$ cat src/rtl/bram_sched.sv
// bram_sched: four-phase scheduler for the shared instruction/data BRAM.
//
// Rotation: I1 (instruction fetch 1) -> I2 (instruction fetch 2) ->
//           D (data access) -> G (global write) -> I1 ...
// The single data slot of each rotation goes to the processor or to the
// host/loader port. The decision is taken from inputs sampled in I2. A
// starvation counter forces the slot to the host after STARVE_LIMIT-1
// consecutive denied contested rotations.
//
// Ports:
//   clk, rst                      clock, synchronous active-high reset
//   cpu_dacc/dwe/daddr/din        processor data request
//   host_req/we/addr/din          host data request (held until host_gnt)
//   mem_dout                      bram read data
//   i1re, i2re, dre, gwe          one-hot phase strobes
//   dwe, daddr, din               muxed data port towards the bram
//   host_gnt                      host access performed this cycle (D)
//   host_rvalid, host_rdata       host read data, valid in G
//   cpu_stall                     processor lost the slot (D and G)
//   phase                         current phase (0=I1,1=I2,2=D,3=G)
module bram_sched #(
  parameter int WORD_SIZE    = 16,
  parameter int STARVE_LIMIT = 4
) (
  input  logic                 clk,
  input  logic                 rst,
  input  logic                 cpu_dacc,
  input  logic                 cpu_dwe,
  input  logic [15:0]          cpu_daddr,
  input  logic [WORD_SIZE-1:0] cpu_din,
  input  logic                 host_req,
  input  logic                 host_we,
  input  logic [15:0]          host_addr,
  input  logic [WORD_SIZE-1:0] host_din,
  input  logic [WORD_SIZE-1:0] mem_dout,
  output logic                 i1re,
  output logic                 i2re,
  output logic                 dre,
  output logic                 gwe,
  output logic                 dwe,
  output logic [15:0]          daddr,
  output logic [WORD_SIZE-1:0] din,
  output logic                 host_gnt,
  output logic                 host_rvalid,
  output logic [WORD_SIZE-1:0] host_rdata,
  output logic                 cpu_stall,
  output logic [1:0]           phase
);

  typedef enum logic [1:0] {
    PH_I1 = 2'd0,
    PH_I2 = 2'd1,
    PH_D  = 2'd2,
    PH_G  = 2'd3
  } phase_t;

  localparam logic [3:0] STARVE_LAST = 4'(STARVE_LIMIT - 1);

  phase_t     phase_q;
  logic       owner_host_q;  // registered owner of the current rotation's data slot
  logic       dacc_q;        // cpu_dacc as sampled in I2
  logic       host_rd_q;     // preceding D was a host read
  logic [3:0] starve_q;
  logic       grant_host;
  logic       run;

  // Arbitration for the data slot, evaluated on the I2 inputs.
  always_comb begin
    grant_host = host_req && (!cpu_dacc || (starve_q == STARVE_LAST));
  end

  // Phase rotation, owner decision, starvation count and read tracking.
  always_ff @(posedge clk) begin
    if (rst) begin
      phase_q      <= PH_I1;
      owner_host_q <= 1'b0;
      dacc_q       <= 1'b0;
      host_rd_q    <= 1'b0;
      starve_q     <= 4'd0;
    end else begin
      phase_q <= phase_t'(phase_q + 2'd1);
      case (phase_q)
        PH_I2: begin
          owner_host_q <= grant_host;
          dacc_q       <= cpu_dacc;
          if (host_req && !grant_host) begin
            starve_q <= (starve_q == 4'd15) ? starve_q : starve_q + 4'd1;
          end else begin
            starve_q <= 4'd0;
          end
        end
        // bram read latency is one cycle, so a host read in D returns in G.
        PH_D:    host_rd_q <= owner_host_q && !host_we;
        PH_G:    host_rd_q <= 1'b0;
        default: host_rd_q <= host_rd_q;
      endcase
    end
  end

  // Output decode from registered state; reset forces every strobe low,
  // which also discards a host grant caught mid-rotation.
  always_comb begin
    run         = !rst;
    i1re        = run && (phase_q == PH_I1);
    i2re        = run && (phase_q == PH_I2);
    dre         = run && (phase_q == PH_D);
    cpu_stall   = run && owner_host_q && dacc_q &&
                  ((phase_q == PH_D) || (phase_q == PH_G));
    gwe         = run && (phase_q == PH_G) && !cpu_stall;
    host_gnt    = run && (phase_q == PH_D) && owner_host_q;
    host_rvalid = run && (phase_q == PH_G) && host_rd_q;
    if (owner_host_q) begin
      dwe   = dre && host_we;
      daddr = host_addr;
      din   = host_din;
    end else begin
      dwe   = dre && cpu_dwe && cpu_dacc;
      daddr = cpu_daddr;
      din   = cpu_din;
    end
    host_rdata = mem_dout;
    phase      = phase_q;
  end

endmodule

$ cat config.mk
export PLATFORM = sky130hd
export DESIGN_NAME = bram_sched
export DESIGN_NICKNAME = d
export VERILOG_FILES = /design/src/rtl/bram_sched.sv
export SDC_FILE = /design/constraint.sdc
export NUM_CORES = 1
export LEC_CHECK = 0
export BUFFER_PORTS_ARGS = -buffer_cell sky130_fd_sc_hd__buf_2
export CORE_MARGIN = 2
export CORE_UTILIZATION = 25
export DETAILED_ROUTE_END_ITERATION = 6
export GPL_TIMING_DRIVEN = 0
export PLACE_DENSITY = 0.68
export SYNTH_ARGS = -nofsm -noshare
export SYNTH_HDL_FRONTEND = slang
export SYNTH_SLANG_ARGS = --single-unit
$ cat constraint.sdc
create_clock -name clk -period 1.8 [get_ports clk]
set_clock_uncertainty 0.2 [all_clocks]
set_input_delay 0 -clock clk [delete_from_list [all_inputs] [get_ports clk]]
set_output_delay 0 -clock clk [all_outputs]
set_load 0.03 [all_outputs]
# Word level (Yosys, flattened, before mapping)
# Cells that the tools add are included.
dict set report word_totals {
  wordCells 45
  register_bits 9
  in_bits 86
  out_inout_bits 58
}
dict set report op_classes {
  n_mux 6
  addsub 2
  eq_ne 6
  reduce_logical 26
}
# cell count
set ops {}
lappend ops {{16-bit two-way mux} 2}
lappend ops {{1-bit logical AND} 16}
lappend ops {{4-bit two-way mux} 2}
lappend ops {{1-bit logical NOT} 5}
lappend ops {{4-bit by 1-bit adder with 4-bit output, second input constant} 1}
lappend ops {{2-bit equality test, second input constant} 2}
lappend ops {{4-bit by 2-bit equality test with 1-bit output, second input constant} 1}
lappend ops {{4-bit equality test, second input constant} 1}
lappend ops {{2-bit by 1-bit adder with 2-bit output, second input constant} 1}
lappend ops {{2-bit by 1-bit equality test with 1-bit output, second input constant} 1}
lappend ops {{2-bit logical NOT} 1}
lappend ops {{1-bit logical OR} 2}
lappend ops {{2-bit != test, second input constant} 1}
lappend ops {{1-bit one-hot mux with 2 select lines} 1}
lappend ops {{2-bit AND reduction} 1}
lappend ops {{2-bit nonzero test} 1}
lappend ops {{1-bit two-way mux} 1}

# Depth between registers and ports, before layout
# Gate-level depths: netlist (run 1).
dict set report depth {
  ltp_word 7
  ltp_mapped 6
  ltp_nobuf 5
}

# Worst setup path after synthesis (run 1)
# OpenSTA, ideal clock, no wires.
dict set report synth_timing {
  path_kind {reg2out}
  start {register phase_q[0] (netlist: phase[0])}
  end {output port gwe}
  path_buffers 0
  stages_incl_launch_ff 5
  arrival_ns 2.033
  path_slack_ns -0.433
  required_ns 1.600
  cell_sequence {dfxtp_1 -> ha_1 -> inv_1 -> a211oi_1 -> nor3_1}
}
dict set report synth_via {
  elab_chain_cells 5
  elab_cells_between_ends 7
  classes_between {2 x eq/ne; 5 x reduce/logical}
}
# item line
set synth_rtl {}
lappend synth_rtl {{start, declared} 59} ;# phase_t phase_q;
lappend synth_rtl {{start signal, assigned} 81} ;# phase_q <= phase_t'(phase_q + 2'd1);
lappend synth_rtl {{2-bit equality test} 108} ;# ((phase_q == PH_D) || (phase_q == PH_G));
lappend synth_rtl {{1-bit logical OR *} 108}
lappend synth_rtl {{1-bit logical AND *} 107} ;# cpu_stall = run && owner_host_q && dacc_q &&
lappend synth_rtl {{named net cpu_stall} 46} ;# output logic cpu_stall,
lappend synth_rtl {{1-bit logical NOT *} 109} ;# gwe = run && (phase_q == PH_G) && !cpu_stall;
lappend synth_rtl {{1-bit logical AND *} 109}
lappend synth_rtl {{end, declared} 39} ;# output logic gwe,
# The timed path passes the listed nets; every way through them passes the cells marked *.

# Final worst setup path (run 1)
dict set report layout_timing {
  start {register owner_host_q}
  end {output port din[10]}
}
dict set report layout_via {
  elab_chain_cells 1
}
# item line
set layout_rtl {}
lappend layout_rtl {{start, declared} 60} ;# logic owner_host_q;
lappend layout_rtl {{start signal, assigned} 84} ;# owner_host_q <= grant_host;
lappend layout_rtl {{16-bit two-way mux} 112} ;# if (owner_host_q) begin
lappend layout_rtl {{end, declared} 42} ;# output logic [WORD_SIZE-1:0] din,
# Every way passes these cells.

==> impl_metrics.yaml, run 1 <==
outcome:
  status: "finished, final reports clean"
synthesis:
  synth_top_area_share_pct: 34.4
  yosysMostFrequentCell: "mux2_2"
  synth_commonest_cells: "mux2_2 (32), buf_4 (16), dfxtp_1 (9), nand2_1 (9), inv_1 (8)"
  ys_warn_count: 0
  netlist_top_cells_area: "mux2_2 (34%), dfxtp_1 (17%), buf_4 (11%)"
  synth_seq_cells: 9
  synth_fp_nets: 210
  synth_top_area_cell: "mux2_2"
  synth-edff-count: 0
  netlist_instances: 119
  avgSynthCellArea_sq_um: 8.80
  async_reset_ff_share_pct: 0
  mappedNetlistArea_sq_um: 1050
  synth.distinct_cells: 29
  synth_ff_type: "dfxtp_1"
  seq_area_frac_synth_pct: 17.2
sta:
  rsz0062_at_grt: "false"
  setup_violations: 0
  hold_violations: 0
  fin_crit_sh_pct: 94.1
  maxSlewHeadroom_pct: 67.3
  slew_violations: 0
  fin_tns_setup_ns: 0
  min_period_ns: 1.69
  fmaxAchievable_ghz: 0.590
  tightest_slew_ns: 0.490
hold_path:
  hp-class: "in -> out"
cts:
  cts_tree: "done"
  cts_inserted_buffers: 3
  insertion_delay_ns: 0.23
  postCtsSetupRepairBufs: 0
  clock-root-buffer: "clkbuf_8"
  cts_max_path_buffers: 2
  clock-sinks: 9
  path_clk_slew_ns: 0.05
  htree_levels: 1
drt:
  routedWlPerCell_um: 11.7
  vias: 1307
  ant_nets: 0
  first_pass_iters: 4
  drt_iter0_markers: 8
  drc_errors: 0
  vias_per_cell: 4.30
  postRouteWirelength_mm: 3.57
global_route:
  grt_max_degree: 11
  grt_pass1_vias: 1098
  antenna_found_initial: 0
  grtUsageTotal_pct: 13.1
  grt_pass1_wl_mm: 4.70
  overflow: 0
finish:
  n_antenna_cell: 0
  syn2layout_area_growth_pct: 77.1
  fill_cells: 413
  final_nets: 346
  drive_gt1_share_pct: 74.0
  final_util_pct: 46.0
power:
  pwr-share-comb_pct: 51.0
  p_sw_share_pct: 39.1
  finalPower_uw: 921
  total_leakage_power_nw: 0.985
  peakVddDrop_v: 0.000335
  p_per_area_nw_per_um2: 497
  p_int_uw: 561
  seq_power_share_pct: 23.3
  p_switching_uw: 361
  power.share.clock_pct: 25.8
critical_path:
  critical_path.cell_chain: "buf_4 -> buf_4 -> mux2_2 -> buf_2"
  max_stage_delay_ns: 0.35
  critical-path-top-delay-family: "buffers and inverters"
  critPathRequiredTime_ns: 1.60
  slowest_stage: "mux2_2"
  arrival_ns: 1.49
  cp_num_buf_inv: 3
  crit_path_end_kind: "output pin"
  crit_path_max_fanout: 10
  worstSetupStartpointType: "register"
  critPathKind: "reg -> out"
  timing.critical_path.mode_cell: "buf_4"
placed_design:
  finalWeightedCongestion: 0.780
  io_buffers: 127
  hpwl_mm: 2.95
die:
  fp.dieW_um: 68.7
  die-area_sq_um: 4720
  core_area_sq_um: 4030
  start_util_pct: 26.0
  die-height_um: 68.7
  io_pins: 144
  rows: 23
flow_run:
  cap_violations: 0
-- state kept, by name (all words and copies together) (netlist names) --
signal and flops:
owner_host_q 1, host_rd_q 1, phase 2, starve_q 4, dacc_q 1
-- worst reg2reg max path, stage by stage, from the launching register on --
cell      delay [ns]
dfxtp_1         0.33
ha_1            0.22
nor3b_1         0.16
a211o_1         0.29
a311oi_2        0.23
-- timing repair --
| action | 4_1_cts | 5_1_grt |
|---|---|---|
| setup endpoints to repair | 16 | 17 |
| cloned | 0 | 0 |
| resized for setup | 2 | 3 |
| hold buffers | 4 | 0 |
| endpoints found under the hold margin | 6 | 0 |
-- power by group through the flow --
stage / Sequential [mW] / Clock, mW / Combinational, mW
after floorplan: 0.225 / 0 / 0.294
after global placement: 0.218 / 0 / 0.458
after detailed placement: 0.218 / 0 / 0.462
after CTS: 0.215 / 0.243 / 0.472
after global routing: 0.216 / 0.257 / 0.509
final: 0.214 / 0.238 / 0.470
-- metal layers --
metal	share of wire, %	wire length, um	GRT usage, %	vias up
li1	-	-	-	670
met3	11	377	3.73	3
met1	39	1410	16.2	567
met2	49	1760	22.4	67
met4	0.53	19	2.94	0
met5	0	0	0	-
-- cell type report --
class	instances	area, sq um	share of cell area [%]
inverter	8	30.0	1.62
clock buffer	4	45.0	2.43
multi-input combinational	80	701	37.8
sequential	9	180	9.72
timing repair buffer	131	676	36.4
tap	50	62.6	3.37
buffer	22	160	8.64
-- through the flow --
step | cells | worst slack, ns | area (sq um) | hold slack, ns
detailed placement | 296 | 0.194 | 1760 | 0.0505
floorplan | 119 | -0.0158 | 1060 | -0.136
finish | 304 | 0.105 | 1850 | 0.0499
global route | 304 | 0.0182 | 1850 | 0.0542
global placement | 296 | 0.206 | 1760 | 0.0508
CTS | 304 | 0.00750 | 1850 | 0.0505
-- logic make-up (layout without fill, tap and decap cells) --
| kind of cell | Yosys count | after routing | synth area share, % |
|---|---|---|---|
| muxes | 33 | 33 | 35.4 |
| buffers and inverters | 30 | 165 | 17.1 |
| and+or+nand+nor | 27 | 27 | 13.9 |
| AOI/OAI and AO/OA | 14 | 14 | 9.68 |
| DFF | 9 | 9 | 17.2 |
| adders and majority gates | 5 | 5 | 5.97 |
| xor gates and xnor gates | 1 | 1 | 0.836 |
-- layout by cell type (no fill, tap or decap), types with 2 or more instances in the layout --
| cell type | Yosys | final |
|---|---|---|
| a21oi_1 | 3 | 3 |
| and2_1 | 2 | 2 |
| and4_1 | 2 | 2 |
| buf_2 | 5 | 129 |
| buf_4 | 16 | 18 |
| clkbuf_1 | 1 | 2 |
| clkbuf_8 | 0 | 3 |
| dfxtp_1 | 9 | 9 |
| dlygate4sd3_1 | 0 | 4 |
| ha_1 | 5 | 5 |
| inv_1 | 8 | 8 |
| mux2_2 | 32 | 32 |
| nand2_1 | 9 | 9 |
| nor2_1 | 5 | 4 |
| nor2b_1 | 2 | 2 |
| nor3b_1 | 2 | 2 |
| o21ai_0 | 3 | 3 |
-- final timing paths --
kind,start,endpoint,slack (ns),cells past startpoint
min reg2reg,phase[0],phase[0],0.28,1
max,owner_host_q,din[10],0.11,4
max reg2reg,starve_q[1],starve_q[3],0.28,4
min,mem_dout[6],host_rdata[6],0.05,2
(Power assumes the default switching activity.)
==> run 2, diff against run 1 <==
Settings changed: PLACE_DENSITY 0.68 to 0.7.
Clock period 1.8 ns to 1.4 ns, I/O delays scaled along.
==> run 2 against run 1 <==
The run now ends with negative setup slack left. Non-clock buffer count grew 13. Combinational power grew 72%. Global-route usage grew 2.9 points. First-iteration DRC count grew 130%. Critical path type unchanged. Largest power group unchanged.
==> impl_metrics.yaml, run 2 (synthesis gave the netlist of run 1 again) <==
hold_path:
  min_to: "host_rdata[5]"
  hp-start: "mem_dout[5]"
  whs_path_depth: 2
  hp-class: "in -> out"
drt:
  drt_iter0_markers: 18
  ant_nets: 0
  postRouteWirelength_mm: 4.71
  vias: 1440
  vias_per_cell: 4.54
  first_pass_iters: 4
  routedWlPerCell_um: 14.9
  drc_errors: 0
sta:
  hold_violations: 0
  tightest_slew_ns: 0.612
  maxSlewHeadroom_pct: 59.2
  min_period_ns: 1.56
  setup_violations: 38
  fmaxAchievable_ghz: 0.643
  fin_tns_setup_ns: -3.74
  layout_setup_ws_ns: -0.156
  fin_crit_sh_pct: 111
  slew_violations: 0
  rsz0062_at_grt: "true"
global_route:
  grt_pass1_vias: 1308
  overflow: 0
  grt_pass1_wl_mm: 5.75
  grtUsageTotal_pct: 16.0
  antenna_found_initial: 0
  grt_max_degree: 11
critical_path:
  critPathKind: "reg -> out"
  ff2ff_path_depth: 5
  arrival_ns: 1.36
  worstSetupStartpointType: "register"
  slowest_stage: "dfxtp_4"
  rrSetupSlack_ns: 0
  max_stage_delay_ns: 0.35
  critical_path.cell_chain: "buf_8 -> buf_4 -> mux2_2 -> buf_6"
  critical-path-top-delay-family: "buffers and inverters"
  critPathRequiredTime_ns: 1.20
  cp_num_buf_inv: 3
  crit_path_max_fanout: 7
  timing.rr.end: "starve_q[0]"
  crit_path_end_kind: "output pin"
  timing.rr.start: "phase[1]"
power:
  peakVddDrop_v: 0.000561
  finalPower_mw: 1.40
  p_per_area_nw_per_um2: 574
  total_leakage_power_nw: 1.22
finish:
  top_register: "starve_q"
  final_area_sq_um: 2430
  fill_cells: 340
  final_nets: 359
  final_common_cell: "buf_2"
  largest_reg_flops: 4
  drive_gt1_share_pct: 84.6
  layout_common_cells: "buf_2 (94), buf_6 (37), buf_4 (24), mux2_4 (20), mux2_2 (12)"
  final_util_pct: 60.4
  syn2layout_area_growth_pct: 132
  n_antenna_cell: 0
die:
  rows: 23
  die-area_sq_um: 4720
  start_util_pct: 26.0
  core_area_sq_um: 4030
  die-height_um: 68.7
  io_pins: 144
  fp.dieW_um: 68.7
placed_design:
  post-place-ws_ns: -0.177
  io_buffers: 127
  place_area_sq_um: 1810
  hpwl_mm: 3.20
  finalWeightedCongestion: 0.865
cts:
  cts_tree: "done"
  clock-sinks: 9
  cts_max_path_buffers: 2
  cts_inserted_buffers: 3
  htree_levels: 1
  insertion_delay_ns: 0.23
  path_clk_slew_ns: 0.05
  clock-root-buffer: "clkbuf_8"
outcome:
  status: "finished with violations"
  violations: "negative setup slack"
flow_run:
  cap_violations: 0
run 2: how the worst max path moves through the flow:
| stage | cells past startpoint | startpoint | endpoint |
|---|---|---|---|
| after global placement | 4 | owner_host_q | din[1] |
| final | 4 | owner_host_q | daddr[3] |
| after detailed placement | 4 | owner_host_q | din[1] |
| after global routing | 6 | phase[0] | gwe |
| after floorplan | 4 | phase[1] | gwe |
| after CTS | 5 | owner_host_q | daddr[13] |
run 2: final cells by class:
| cell class | instances | area, sq um | area share [%] |
|---|---|---|---|
| plain buffers | 22 | 191 | 7.86 |
| clock buffers | 4 | 45.0 | 1.85 |
| inverters | 8 | 40.0 | 1.64 |
| multi-input cells | 80 | 881 | 36.2 |
| flip-flops and latches | 9 | 198 | 8.12 |
| well taps | 50 | 62.6 | 2.57 |
| repair buffers | 144 | 1020 | 41.8 |
run 2: power by group:
part | internal (mW) | total (mW) | switching [mW] | leakage (nW)
combinational | 0.398 | 0.807 | 0.409 | 1.12
sequential | 0.265 | 0.281 | 0.0160 | 0.0770
clock | 0.199 | 0.310 | 0.111 | 0.0228
run 2: repair_timing:
item	in CTS	in global routing
pin swaps	11	5
setup buffers	7	4
cloned	1	2
resized for setup	84	53
hold buffers	4	0
endpoints found under the setup margin	42	44
hold endpoints to repair	6	0
run 2: per-stage QoR:
stage	hold slack [ns]	instances
2_1_floorplan	-0.161	119
3_3_place_gp	0.0508	296
3_5_place_dp	0.0507	296
4_1_cts	0.0505	312
5_1_grt	0.0531	317
6_report	0.0500	317
run 2: per-layer routing:
metal	track usage, %	routed length (um)	vias to the layer above
met3	3.73	408	4
met5	0	0	-
met4	2.45	33	0
met1	18.7	1610	663
met2	29.9	2660	75
li1	-	-	698
==> run 3, diff against run 2 <==
Settings changed: CORE_UTILIZATION 25 to 28, PLACE_DENSITY 0.7 to 0.77, SETUP_SLACK_MARGIN set to 0.05.
Clock period 1.4 ns to 1.3 ns, I/O delays scaled along.
==> run 3 against run 2 <==
The flow finishes with violations (negative hold slack, negative setup slack). Global-route usage is 3.1 points higher. Power is 13% higher. Sequential power is 7.5% higher. Sequential share of layout area is 0.52 points lower. Hold slack worse by 0.16 ns. Non-clock buffer count is 1 higher.
==> impl_metrics.yaml, run 3 (synthesis gave the netlist of run 1 again) <==
flow_run:
  cap_violations: 0
die:
  fp.dieW_um: 65.2
  start_util_pct: 28.8
  rows: 22
  die-height_um: 65.2
  die-area_sq_um: 4250
  io_pins: 144
  core_area_sq_um: 3630
drt:
  drc_errors: 0
  postRouteWirelength_mm: 4.36
  routedWlPerCell_um: 13.8
  drt_iter0_markers: 21
  first_pass_iters: 4
  ant_nets: 0
  vias: 1442
  vias_per_cell: 4.56
sta:
  holdWs_ns: -0.112
  hold_violations: 2
  rsz0062_at_grt: "true"
  fmaxAchievable_ghz: 0.646
  min_period_ns: 1.55
  tightest_slew_ns: 0.577
  layout_setup_ws_ns: -0.249
  maxSlewHeadroom_pct: 61.6
  slew_violations: 0
  fin_crit_sh_pct: 119
  setup_violations: 46
critical_path:
  slowest_stage: "dfxtp_4"
  critPathKind: "reg -> out"
  critPathRequiredTime_ns: 1.10
  cp-startpoint: "phase[0]"
  crit_path_max_fanout: 4
  critical_path.cell_chain: "inv_4 -> ha_4 -> inv_4 -> a211oi_4 -> nor3_4 -> buf_6"
  timing.rr.start: "phase[0]"
  arrival_ns: 1.35
  worstSetupStartpointType: "register"
  timing.critical_path.mode_cell: "inv_4"
  crit_path_end_kind: "output pin"
  max_stage_delay_ns: 0.36
global_route:
  overflow: 0
  grt_max_degree: 11
  grtUsageTotal_pct: 19.1
  antenna_found_initial: 0
  grt_pass1_vias: 1397
  grt_pass1_wl_mm: 6.41
finish:
  fill_cells: 270
  n_antenna_cell: 0
  layout_common_cells: "buf_2 (87), buf_6 (48), mux2_4 (32), buf_4 (22), nand2_1 (8)"
  syn2layout_area_growth_pct: 147
  final_common_cell: "buf_2"
  top_register: "starve_q"
  drive_gt1_share_pct: 85.4
  final_cell_count_no_fill: 316
  final_nets: 360
  largest_reg_flops: 4
  final_area_sq_um: 2580
power:
  p_per_area_nw_per_um2: 610
  peakVddDrop_v: 0.000579
  total_leakage_power_nw: 1.28
hold_path:
  hp-class: "in -> reg"
  hp-start: "rst"
placed_design:
  io_buffers: 127
  dp.cells: 294
  hpwl_mm: 3.03
  finalWeightedCongestion: 0.822
  place_area_sq_um: 1920
cts:
  path_clk_slew_ns: 0.05
  clock-sinks: 9
  cts_tree: "done"
  insertion_delay_ns: 0.24
  htree_levels: 1
  clock-root-buffer: "clkbuf_8"
  cts-hold-fix-buffers: 3
  cts_inserted_buffers: 3
  cts_max_path_buffers: 2
outcome:
  status: "finished with violations"
  violations: "negative hold slack, negative setup slack"
[run 3: cell type report]
class	instances	area, sq um	area share [%]
timing repair buffer	145	1100	42.6
multi-input combinational	80	937	36.3
buffer	22	201	7.80
sequential	9	196	7.60
tap	48	60.1	2.32
clock buffer	4	45.0	1.74
inverter	8	42.5	1.65
[run 3: final timing paths]
path	to	slack (ns)	depth (start not counted)
worst max-delay path	gwe	-0.25	6
worst min-delay path	phase[1]	-0.11	2
worst min register to register	phase[0]	0.27	1
worst max register to register	starve_q[1]	-0.20	6
[run 3: what timing repair did]
item | CTS | global route
setup endpoints to repair | 46 | 47
resized for setup | 124 | 8
endpoints found under the hold margin | 6 | 2
pin swaps | 7 | 4
buffers inserted | 11 | 1
cloned | 2 | 1
[run 3: metrics by stage]
step	util, %	setup slack (ns)	TNS (ns)	power (mW)	hold slack [ns]
2_1_floorplan	-	-0.134	-0.348	0.776	-0.155
3_3_place_gp	52.8	-0.0950	-1.47	0.990	0.0508
3_5_place_dp	52.8	-0.109	-1.65	1.00	0.0513
4_1_cts	69.2	-0.252	-8.55	1.56	-0.141
5_1_grt	71.1	-0.307	-10.01	1.65	-0.0855
6_report	71.1	-0.249	-8.32	1.58	-0.112
[run 3: critical path, delay by kind of cell, from the launching register on]
family / cells / cell delay, ns
compound gates: 1 / 0.28
fa+ha+maj: 1 / 0.14
buf+inv: 3 / 0.28
flops: 1 / 0.36
simple gates: 1 / 0.05
[run 3: layer usage]
layer / vias up / track usage, % / wire length, um
met5: - / 0 / 0
met4: 0 / 6.25 / 48
li1: 702 / - / -
met3: 5 / 3.42 / 347
met1: 673 / 20.8 / 1430
met2: 62 / 37.1 / 2530
[run 3: power breakdown]
part | switching, mW | total [mW] | internal, mW
sequential | 0.0168 | 0.302 | 0.285
clock | 0.126 | 0.341 | 0.215
combinational | 0.446 | 0.933 | 0.487
total | 0.588 | 1.58 | 0.987
